**config.mk**
```make
export PLATFORM = sky130hd
export DESIGN_NAME = net_iface
export DESIGN_NICKNAME = d
export VERILOG_FILES = /design/src/rtl/net_iface.sv
export SDC_FILE = /design/constraint.sdc
export NUM_CORES = 1
export LEC_CHECK = 0
export CAP_MARGIN = 0
export CELL_PAD_IN_SITES_DETAIL_PLACEMENT = 0
export CELL_PAD_IN_SITES_GLOBAL_PLACEMENT = 1
export CORE_UTILIZATION = 45
export CTS_CLUSTER_SIZE = 30
export DETAILED_ROUTE_END_ITERATION = 16
export MAX_ROUTING_LAYER = met4
export PLACE_DENSITY_LB_ADDON = 0.1
export SLEW_MARGIN = 20
export SYNTH_ARGS = -nofsm -noshare
export SYNTH_HDL_FRONTEND = slang
export SYNTH_SLANG_ARGS = --single-unit
```
**constraint.sdc**
```tcl
create_clock -name clk -period 6.1 [get_ports clk]
set_input_delay 1.22 -clock clk [delete_from_list [all_inputs] [get_ports clk]]
set_output_delay 1.22 -clock clk [all_outputs]
set_load 0.02 [all_outputs]
```
**src/rtl/net_iface.sv**
```systemverilog
// net_iface: tile-side network interface at the router LOCAL port.
// Outbound flits are queued in a TX FIFO and injected with one-cycle req
// pulses, retried after a backoff when no ack returns. Ejected flits are
// accepted into an RX FIFO and delivered on a valid/ready port.
// Optional feature macro: NI_RETRY_LIMIT_EN (drop the head flit and set
// tx_err after MAX_RETRIES failed attempts). Undefined: retry forever.
//
// TX FSM states:
//   state     | meaning
//   S_IDLE    | TX FIFO empty, nothing to inject
//   S_SEND    | req_out high for this single cycle, head flit on flit_out_*
//   S_WAIT    | ack_in sampled; ack pops the head, no ack schedules a retry
//   S_BACKOFF | idle BACKOFF cycles before resending the same head flit
module net_iface #(
    parameter int TILE_ID     = 0,
    parameter int NUM_TILES   = 16,
    parameter int ADDR_WIDTH  = 32,
    parameter int DATA_WIDTH  = 32,
    parameter int PRI_WIDTH   = 2,
    parameter int TX_DEPTH    = 4,
    parameter int RX_DEPTH    = 4,
    parameter int BACKOFF     = 2,
    parameter int MAX_RETRIES = 8
) (
    input  logic                  clk,
    input  logic                  rst_n,
    input  logic                  tx_valid,
    output logic                  tx_ready,
    input  logic [ADDR_WIDTH-1:0] tx_addr,
    input  logic [DATA_WIDTH-1:0] tx_data,
    input  logic [PRI_WIDTH-1:0]  tx_pri,
    output logic                  rx_valid,
    input  logic                  rx_ready,
    output logic [ADDR_WIDTH-1:0] rx_addr,
    output logic [DATA_WIDTH-1:0] rx_data,
    output logic [PRI_WIDTH-1:0]  rx_pri,
    output logic                  req_out,
    output logic [ADDR_WIDTH-1:0] flit_out_addr,
    output logic [DATA_WIDTH-1:0] flit_out_data,
    output logic [PRI_WIDTH-1:0]  flit_out_pri,
    input  logic                  ack_in,
    input  logic                  req_in,
    input  logic [ADDR_WIDTH-1:0] flit_in_addr,
    input  logic [DATA_WIDTH-1:0] flit_in_data,
    input  logic [PRI_WIDTH-1:0]  flit_in_pri,
    output logic                  ack_out,
    output logic                  tx_err,
    output logic                  rx_misroute,
    output logic [7:0]            rx_drop_cnt
);

    localparam int TX_PW = $clog2(TX_DEPTH) + 1;
    localparam int RX_PW = $clog2(RX_DEPTH) + 1;
    localparam logic [3:0] BO_LOAD = 4'((BACKOFF > 0) ? BACKOFF - 1 : 0);

    typedef enum logic [1:0] {S_IDLE, S_SEND, S_WAIT, S_BACKOFF} state_t;

    state_t r_state;
    logic   r_req_out;
    logic [3:0] r_bo_cnt;

    logic [ADDR_WIDTH-1:0] r_tx_addr [TX_DEPTH];
    logic [DATA_WIDTH-1:0] r_tx_data [TX_DEPTH];
    logic [PRI_WIDTH-1:0]  r_tx_pri  [TX_DEPTH];
    logic [TX_PW-1:0]      r_tx_wptr, r_tx_rptr;

    logic [ADDR_WIDTH-1:0] r_rx_addr [RX_DEPTH];
    logic [DATA_WIDTH-1:0] r_rx_data [RX_DEPTH];
    logic [PRI_WIDTH-1:0]  r_rx_pri  [RX_DEPTH];
    logic [RX_PW-1:0]      r_rx_wptr, r_rx_rptr;

    logic       r_ack_out;
    logic       r_rx_misroute;
    logic [7:0] r_rx_drop_cnt;

    logic             w_tx_full, w_tx_empty, w_tx_push, w_tx_more, w_tx_done;
    logic [TX_PW-1:0] w_tx_cnt;
    logic             w_retry_exh;
    logic             w_rx_full, w_rx_empty, w_rx_push, w_rx_pop;
    logic [31:0]      w_rx_dest;
    logic             w_unused;

    assign w_tx_full  = (r_tx_wptr[TX_PW-1] != r_tx_rptr[TX_PW-1]) &&
                        (r_tx_wptr[TX_PW-2:0] == r_tx_rptr[TX_PW-2:0]);
    assign w_tx_empty = (r_tx_wptr == r_tx_rptr);
    assign w_tx_push  = tx_valid && !w_tx_full;
    assign w_tx_cnt   = r_tx_wptr - r_tx_rptr;
    // another flit stays queued after the head leaves, so go straight to SEND
    assign w_tx_more  = (w_tx_cnt > TX_PW'(1));
    // head leaves the FIFO: accepted by the router, or abandoned after the retry limit
    assign w_tx_done  = (r_state == S_WAIT) && (ack_in || w_retry_exh);

    assign tx_ready      = !w_tx_full;
    assign req_out       = r_req_out;
    // flit_out is zero while nothing is queued so the link idles clean
    assign flit_out_addr = w_tx_empty ? '0 : r_tx_addr[r_tx_rptr[TX_PW-2:0]];
    assign flit_out_data = w_tx_empty ? '0 : r_tx_data[r_tx_rptr[TX_PW-2:0]];
    assign flit_out_pri  = w_tx_empty ? '0 : r_tx_pri[r_tx_rptr[TX_PW-2:0]];

`ifdef NI_RETRY_LIMIT_EN
    localparam int RW = $clog2(MAX_RETRIES + 1);
    logic [RW-1:0] r_retry_cnt;
    logic          r_tx_err;

    assign w_retry_exh = (r_retry_cnt == RW'(MAX_RETRIES - 1));
    assign tx_err      = r_tx_err;

    // count failed attempts on the current head; flag when one is abandoned
    always_ff @(posedge clk or negedge rst_n) begin
        if (!rst_n) begin
            r_retry_cnt <= '0;
            r_tx_err    <= 1'b0;
        end else if (r_state == S_WAIT) begin
            if (ack_in || w_retry_exh) r_retry_cnt <= '0;
            else                       r_retry_cnt <= r_retry_cnt + 1'b1;
            if (!ack_in && w_retry_exh) r_tx_err <= 1'b1;
        end
    end
`else
    localparam int unused_max_retries = MAX_RETRIES;
    assign w_retry_exh = 1'b0;
    assign tx_err      = 1'b0;
`endif

    // TX FIFO storage
    always_ff @(posedge clk) begin
        if (w_tx_push) begin
            r_tx_addr[r_tx_wptr[TX_PW-2:0]] <= tx_addr;
            r_tx_data[r_tx_wptr[TX_PW-2:0]] <= tx_data;
            r_tx_pri[r_tx_wptr[TX_PW-2:0]]  <= tx_pri;
        end
    end

    // TX FIFO pointers
    always_ff @(posedge clk or negedge rst_n) begin
        if (!rst_n) begin
            r_tx_wptr <= '0;
            r_tx_rptr <= '0;
        end else begin
            if (w_tx_push) r_tx_wptr <= r_tx_wptr + 1'b1;
            if (w_tx_done) r_tx_rptr <= r_tx_rptr + 1'b1;
        end
    end

    // TX injection FSM; req_out is raised on every entry into S_SEND
    always_ff @(posedge clk or negedge rst_n) begin
        if (!rst_n) begin
            r_state   <= S_IDLE;
            r_req_out <= 1'b0;
            r_bo_cnt  <= '0;
        end else begin
            r_req_out <= 1'b0;
            case (r_state)
                S_IDLE: begin
                    if (!w_tx_empty) begin
                        r_state   <= S_SEND;
                        r_req_out <= 1'b1;
                    end
                end
                S_SEND: r_state <= S_WAIT;
                S_WAIT: begin
                    if (w_tx_done) begin
                        r_state   <= w_tx_more ? S_SEND : S_IDLE;
                        r_req_out <= w_tx_more;
                    end else if (BACKOFF == 0) begin
                        r_state   <= S_SEND;
                        r_req_out <= 1'b1;
                    end else begin
                        r_state  <= S_BACKOFF;
                        r_bo_cnt <= BO_LOAD;
                    end
                end
                S_BACKOFF: begin
                    if (r_bo_cnt == 4'd0) begin
                        r_state   <= S_SEND;
                        r_req_out <= 1'b1;
                    end else begin
                        r_bo_cnt <= r_bo_cnt - 1'b1;
                    end
                end
                default: r_state <= S_IDLE;
            endcase
        end
    end

    assign w_rx_full  = (r_rx_wptr[RX_PW-1] != r_rx_rptr[RX_PW-1]) &&
                        (r_rx_wptr[RX_PW-2:0] == r_rx_rptr[RX_PW-2:0]);
    assign w_rx_empty = (r_rx_wptr == r_rx_rptr);
    assign w_rx_push  = req_in && !w_rx_full;
    assign w_rx_pop   = !w_rx_empty && rx_ready;
    assign w_rx_dest  = 32'(flit_in_addr[4:0]) % 32'(NUM_TILES);
    assign w_unused   = ^flit_in_addr[ADDR_WIDTH-1:5];

    assign rx_valid    = !w_rx_empty;
    assign rx_addr     = r_rx_addr[r_rx_rptr[RX_PW-2:0]];
    assign rx_data     = r_rx_data[r_rx_rptr[RX_PW-2:0]];
    assign rx_pri      = r_rx_pri[r_rx_rptr[RX_PW-2:0]];
    assign ack_out     = r_ack_out;
    assign rx_misroute = r_rx_misroute;
    assign rx_drop_cnt = r_rx_drop_cnt;

    // RX FIFO storage
    always_ff @(posedge clk) begin
        if (w_rx_push) begin
            r_rx_addr[r_rx_wptr[RX_PW-2:0]] <= flit_in_addr;
            r_rx_data[r_rx_wptr[RX_PW-2:0]] <= flit_in_data;
            r_rx_pri[r_rx_wptr[RX_PW-2:0]]  <= flit_in_pri;
        end
    end

    // RX pointers, ack pulse, misroute flag and saturating drop counter
    always_ff @(posedge clk or negedge rst_n) begin
        if (!rst_n) begin
            r_rx_wptr     <= '0;
            r_rx_rptr     <= '0;
            r_ack_out     <= 1'b0;
            r_rx_misroute <= 1'b0;
            r_rx_drop_cnt <= '0;
        end else begin
            r_ack_out <= w_rx_push;
            if (w_rx_push) r_rx_wptr <= r_rx_wptr + 1'b1;
            if (w_rx_pop)  r_rx_rptr <= r_rx_rptr + 1'b1;
            if (w_rx_push && (w_rx_dest != 32'(TILE_ID))) r_rx_misroute <= 1'b1;
            if (req_in && w_rx_full && (r_rx_drop_cnt != 8'hFF))
                r_rx_drop_cnt <= r_rx_drop_cnt + 1'b1;
        end
    end

endmodule

```
; ---- Yosys cells after proc, flatten, opt, wreduce, memory -nomap -nowiden
; Memories as Yosys holds them, arrays and structs flattened.
; Cells that the tools add are included.
[totals]
ff_bits = 29
latchBits = 0
mem_bits_rw = 528
rom_bits = 0
in_bits = 138
elab_cells = 75
mem_count = 6
[memory_table]
columns = name, words, width, rd, rd_clocked_by_memory_dff, wr, line
row1 = r_rx_addr, 4, 32, 1, 0, 1, 67  ; logic [ADDR_WIDTH-1:0] r_rx_addr [RX_DEPTH];
row2 = r_rx_data, 4, 32, 1, 0, 1, 68  ; logic [DATA_WIDTH-1:0] r_rx_data [RX_DEPTH];
row3 = r_tx_addr, 4, 32, 1, 0, 1, 62  ; logic [ADDR_WIDTH-1:0] r_tx_addr [TX_DEPTH];
row4 = r_tx_data, 4, 32, 1, 0, 1, 63  ; logic [DATA_WIDTH-1:0] r_tx_data [TX_DEPTH];
row5 = r_rx_pri, 4, 2, 1, 0, 1, 69  ; logic [PRI_WIDTH-1:0] r_rx_pri [RX_DEPTH];
row6 = r_tx_pri, 4, 2, 1, 0, 1, 64  ; logic [PRI_WIDTH-1:0] r_tx_pri [TX_DEPTH];
[op_classes]
add_sub_neg = 7
mul = 0
n_div = 0
magnitude_cmp = 1
eq_ne = 14
n_shift = 0
muxes = 19
bitwise_logic = 0
reduce_logical = 18
[ops]
columns = op, n
row1 = 32-bit two-way mux, 2
row2 = 32-bit nonzero test, 1
row3 = 3-bit by 1-bit adder with 3-bit output (second input constant), 4
row4 = 1-bit logical AND, 9
row5 = 8-bit by 1-bit adder with 8-bit output (second input constant), 1
row6 = 1-bit two-way mux, 8
row7 = 2-bit two-way mux, 4
row8 = 4-bit two-way mux, 2
row9 = 2-bit inequality test (second input constant), 4
row10 = 8-bit inequality test (second input constant), 1
row11 = 2-bit one-hot mux with 4 select lines, 1
row12 = 4-bit one-hot mux with 2 select lines, 1
row13 = 3-bit == test, 2
row14 = 2-bit == test, 2
row15 = 2-bit == test (second input constant), 2
row16 = 4-bit logical NOT, 1
row17 = 4-bit by 1-bit subtractor with 4-bit output (second input constant), 1
row18 = 3-bit by 1-bit greater-than comparator with 1-bit output (second input constant), 1
row19 = 1-bit logical NOT, 3
row20 = 1-bit one-hot mux with 3 select lines, 1
row21 = 3-bit AND reduction, 1
row22 = 3-bit subtractor, 1
row23 = 2-bit by 1-bit == test with 1-bit output (second input constant), 1
row24 = 2-bit logical NOT, 1
row25 = other kinds (3), 4

; ---- Logic depth before layout (Yosys ltp)
[depth]
word_depth = 6
mapped_depth = 9

; ---- Worst setup path after synthesis
; OpenSTA, ideal clock, no wires.
[synth_path]
path_kind = register -> register
from = register r_tx_rptr[1]
to = memory r_tx_addr[3][0], enable pin
setup_time_ns = 0.433
arrival_time_ns = 3.299
required_time_ns = 5.667
setup_slack_ns = 2.369
stages_incl_launch_ff = 7
synth_period_minus_slack_ns = 3.731
cell_sequence = dfrtp_1 -> buf_4 -> clkbuf_1 -> inv_1 -> ha_1 -> a31oi_1 -> and2_1
[synth_via]
elab_chain_len = 6
[synth_rtl]
columns = element, line
row1 = start: declaration, 65  ; logic [TX_PW-1:0] r_tx_wptr, r_tx_rptr;
row2 = start signal: assignment, 141  ; if (w_tx_done) r_tx_rptr <= r_tx_rptr + 1'b1;
row3 = 2-bit == test, 84  ; (r_tx_wptr[TX_PW-2:0] == r_tx_rptr[TX_PW-2:0]);
row4 = 1-bit logical AND, 83  ; assign w_tx_full = (r_tx_wptr[TX_PW-1] != r_tx_rptr[TX_PW-1]) &&
row5 = 1-bit logical NOT, 86  ; assign w_tx_push = tx_valid && !w_tx_full;
row6 = 1-bit logical AND, 86
row7 = 1-bit two-way mux, 127  ; if (w_tx_push) begin
row8 = 1-bit two-way mux (not written as such), 128  ; r_tx_addr[r_tx_wptr[TX_PW-2:0]] <= tx_addr;
row9 = end: declaration, 62
; Every way passes these cells.

; ---- Worst setup path after layout
[layout_path]
from = register r_tx_rptr[0]
to = output port flit_out_data[23]
[layout_via]
elab_chain_len = 2
word_cells_on_any_way = 3
classes_between = eq/ne: 1 / mux: 1 / memory: 1
[layout_rtl]
columns = element, line
row1 = memory read 4 x 32 bit or 3-bit == test (tied branches), -
row2 = 32-bit two-way mux (*), 97  ; assign flit_out_data = w_tx_empty ? '0 : r_tx_data[r_tx_rptr[TX_PW-2:0]];
row3 = end: declaration, 39  ; output logic [DATA_WIDTH-1:0] flit_out_data,
; Every way passes the cells marked *; elsewhere a longest branch is shown, timed or not.

==> impl_results.md <==
- Fmax: between 200 and 250 MHz
- Post-Synthesis Cells: 934
- Crit. End Element: primary output
- Worst-path fanout max: 38
- Most frequent cells in the layout: edfxtp_1 (528), clkdlybuf4s50_1 (282), mux4_2 (132)
- Switching share of total power: 0.322
- Final setup viols: 0
- Outcome: finished clean
- Die W: 219 um
- WS Path Type: reg -> out
- Via count: around 10000
- Area growth syn-to-layout: 25.4%
- Metal3 WL: 2.74 mm
- Initial Util: 0.456
- Worst setup SP type: flip-flop
- Hold path startpoint: rx_misroute$_DFFE_PN0P_
- Core region area: between 40000 and 50000 um^2
- Largest area contributor in the netlist: edfxtp_1
- CP Data Required Time: 4.88 ns
- Synth Cell Area: around 21000 um^2
- Highest Signal Layer: met4
- CP arrival: 3.56 ns
- Synth warnings: 0
- Clock Tree Root: clkbuf_16
- Synthesized Nets: 1092
- TritonCTS clock tree: built
- Initial drt markers: about 530
- Post-synth top area share: 0.747
- Final core occ: 0.572
- Hold Vio Cnt, Final: 0
- Post-synth EDFFs: 528
- Reg2reg path depth: 4
- # fillers: 3519
- Synth Area per Inst: 22.7 um^2
- Leading cell type in the layout, fill and taps excluded: edfxtp_1
- Initial antenna violation count: 4
- Final setup TNS: 0 ns
- Die footprint: slightly below 50000 um^2
- Largest net degree at the start of global routing: 69
- Port bufs: between 200 and 300
- Fin crit period: 4.78 ns
- Number of buffers created by CTS: between 50 and 60
- Internal power: around 9800 uW
- GPL Wtd Cong: 0.725
- Flops & latches, synth: 557
- All-Layer GR Usage: 0.187
- Die Y: 219 um
- R2R Setup Slk: between 2 and 3 ns
- Row cnt: 79
- DR WL/cell: 22.2 um
- Setup Skew: 0.0117 ns
- Clock share of power: 0.234
- # IOs: 284
- Net count, final: 1412
- Placement Setup Slack: ~1.8 ns
- Setup bufs post-CTS: 0
- Power, Total: around 15000 uW
- Routed WL: 42.5 mm
- Worst flop-to-flop path endpoint: r_tx_data[2][31]$_DFFE_PP_
- Relative slew slack: 0.281
- Hold Path Stages: 1
- Final max-slew violation count: 0
- Reg-to-Reg Start: r_tx_rptr[0]$_DFFE_PN0P_
- Layout cells sized above 1: 0.197
- Via-to-Cell Ratio: ~5.2
- Met2 routed WL: ~21 mm
- Synth Flop Type: edfxtp_1
- VDD IR max: 0.323 mV
- Switching pwr: 4680 uW
- Final worst-path setup slack: 1.32 ns
- H-tree levels: 2
- # hold bufs at CTS: 0
- Vias in the first global route: ~11000
- # Max-Cap Violations: 0
- Asr flop ratio synth: 0.0521
- Clock transition at the registers of the reported paths: ~0.06 ns
- Remaining antenna violation count: 0
- Worst-Margin Slew: about 1.1 ns
- Combinational power share: 0.381
- Sequential share of power: 0.385
- HP Class: reg -> reg
- Fin crit share: 0.784
- RSZ-0062 raised after global routing: false
- Leak: around 0.009 uW
- Hold EP: rx_misroute$_DFFE_PN0P_
- Grt total ovfl: 0
- WL met1: ~18 mm
- Post-synth cell types: 45
- First-pass GRT wire length: roughly 64 mm
- DR pass1 iterations: 5
- Power per cell area: about 550 nW/um^2
- CTS resizes: 0
- Bufs on Longest Clock Path: 3
- Dominant cells by area after synthesis: edfxtp_1 (75%), mux4_2 (14%), dfrtp_1 (3.4%)
- Worst skew pair latency: 0.59 ns
- Number of remaining DRC errors: 0
- HPWL after DPL: 26.0 mm
- Sinks on Clock Net: 557
- Register area share after synthesis: 0.781
## sequential cells by signal (all words and copies together) (netlist names), 4 cells and up
name / cells
r_rx_addr: 128
r_rx_data: 128
r_tx_addr: 128
r_tx_data: 128
r_rx_pri: 8
r_tx_pri: 8
rx_drop_cnt: 8
r_bo_cnt: 4
## worst max-delay path by stage
stage	startpoint	endpoint	slack (ns)
2_1_floorplan	r_tx_rptr[1]$_DFFE_PN0P_	r_tx_addr[3][0]$_DFFE_PP_	2.37
3_3_place_gp	r_tx_rptr[0]$_DFFE_PN0P_	flit_out_addr[22]	1.79
3_5_place_dp	r_tx_rptr[0]$_DFFE_PN0P_	flit_out_data[23]	1.77
4_1_cts	r_tx_rptr[0]$_DFFE_PN0P_	flit_out_data[23]	1.11
5_1_grt	r_tx_rptr[0]$_DFFE_PN0P_	flit_out_addr[16]	1.02
6_report	r_tx_rptr[0]$_DFFE_PN0P_	flit_out_data[23]	1.32
## layer usage
layer | track usage | up-vias
met5 | - | -
met4 | 0.0525 | 0
met3 | 0.0502 | 53
met2 | 0.300 | 230
met1 | 0.235 | 5214
li1 | - | 4486
## synth_stat cells, types with 2 or more instances
master    count
ha_1         19
nand3_1       4
a31oi_1       2
inv_1        13
xor2_1       10
o21ai_0      11
buf_2         9
nor4_1        3
o211ai_1      2
xnor2_1       6
nor2_1        6
buf_6         2
and2_1        9
mux2i_1       2
or4_1         2
mux4_2      132
a21oi_1       2
dfrtp_1      29
nor2b_1      67
edfxtp_1    528
buf_4        10
mux2_2        4
nand2_1      16
nor3_1        7
clkbuf_1     18
nand2b_1      2
## cell families after synthesis
family          count (synthesis)  share of synthesized area
mux                           138                      0.143
flops                         557                      0.781
xor+xnor                       19                    0.00943
other cells                     1                   0.000177
compound gates                 23                    0.00707
buf+inv                        53                     0.0124
fa+ha+maj                      20                     0.0121
simple gates                  123                     0.0345
## through the flow
step	hold WS, ns	instance area [um^2]	cells
3_3_place_gp	0.439	24800	1803
2_1_floorplan	0.460	21200	934
3_5_place_dp	0.447	24800	1803
4_1_cts	0.473	26600	1905
6_report	0.462	26600	1909
5_1_grt	0.499	26600	1909
## layout make-up
class	count	area [um^2]	share of cell area
timing repair buffer	302	2970	0.112
inverter	13	48.8	0.00183
multi-input combinational	324	4410	0.165
antenna	4	10.0	0.000376
tap	607	759	0.0285
clock buffer	67	1460	0.0550
sequential	557	16600	0.623
clock inverter	35	368	0.0138
## power by group through the flow
stage | Sequential [uW] | Clock, uW | Combinational [uW]
5_1_grt | 5700 | 3640 | 5920
3_5_place_dp | 5690 | 0 | 5640
6_report | 5590 | 3400 | 5530
3_3_place_gp | 5650 | 0 | 5640
2_1_floorplan | 5450 | 0 | 3450
4_1_cts | 5620 | 3500 | 5670
## worst max-delay path, cell delays in order (launching register included)
cell	delay, ns
dfrtp_4	0.93
buf_4	0.68
mux4_2	0.60
nor2b_1	0.16
clkdlybuf4s50_1	0.59
No activity file was read; power rests on OpenSTA's default activity.
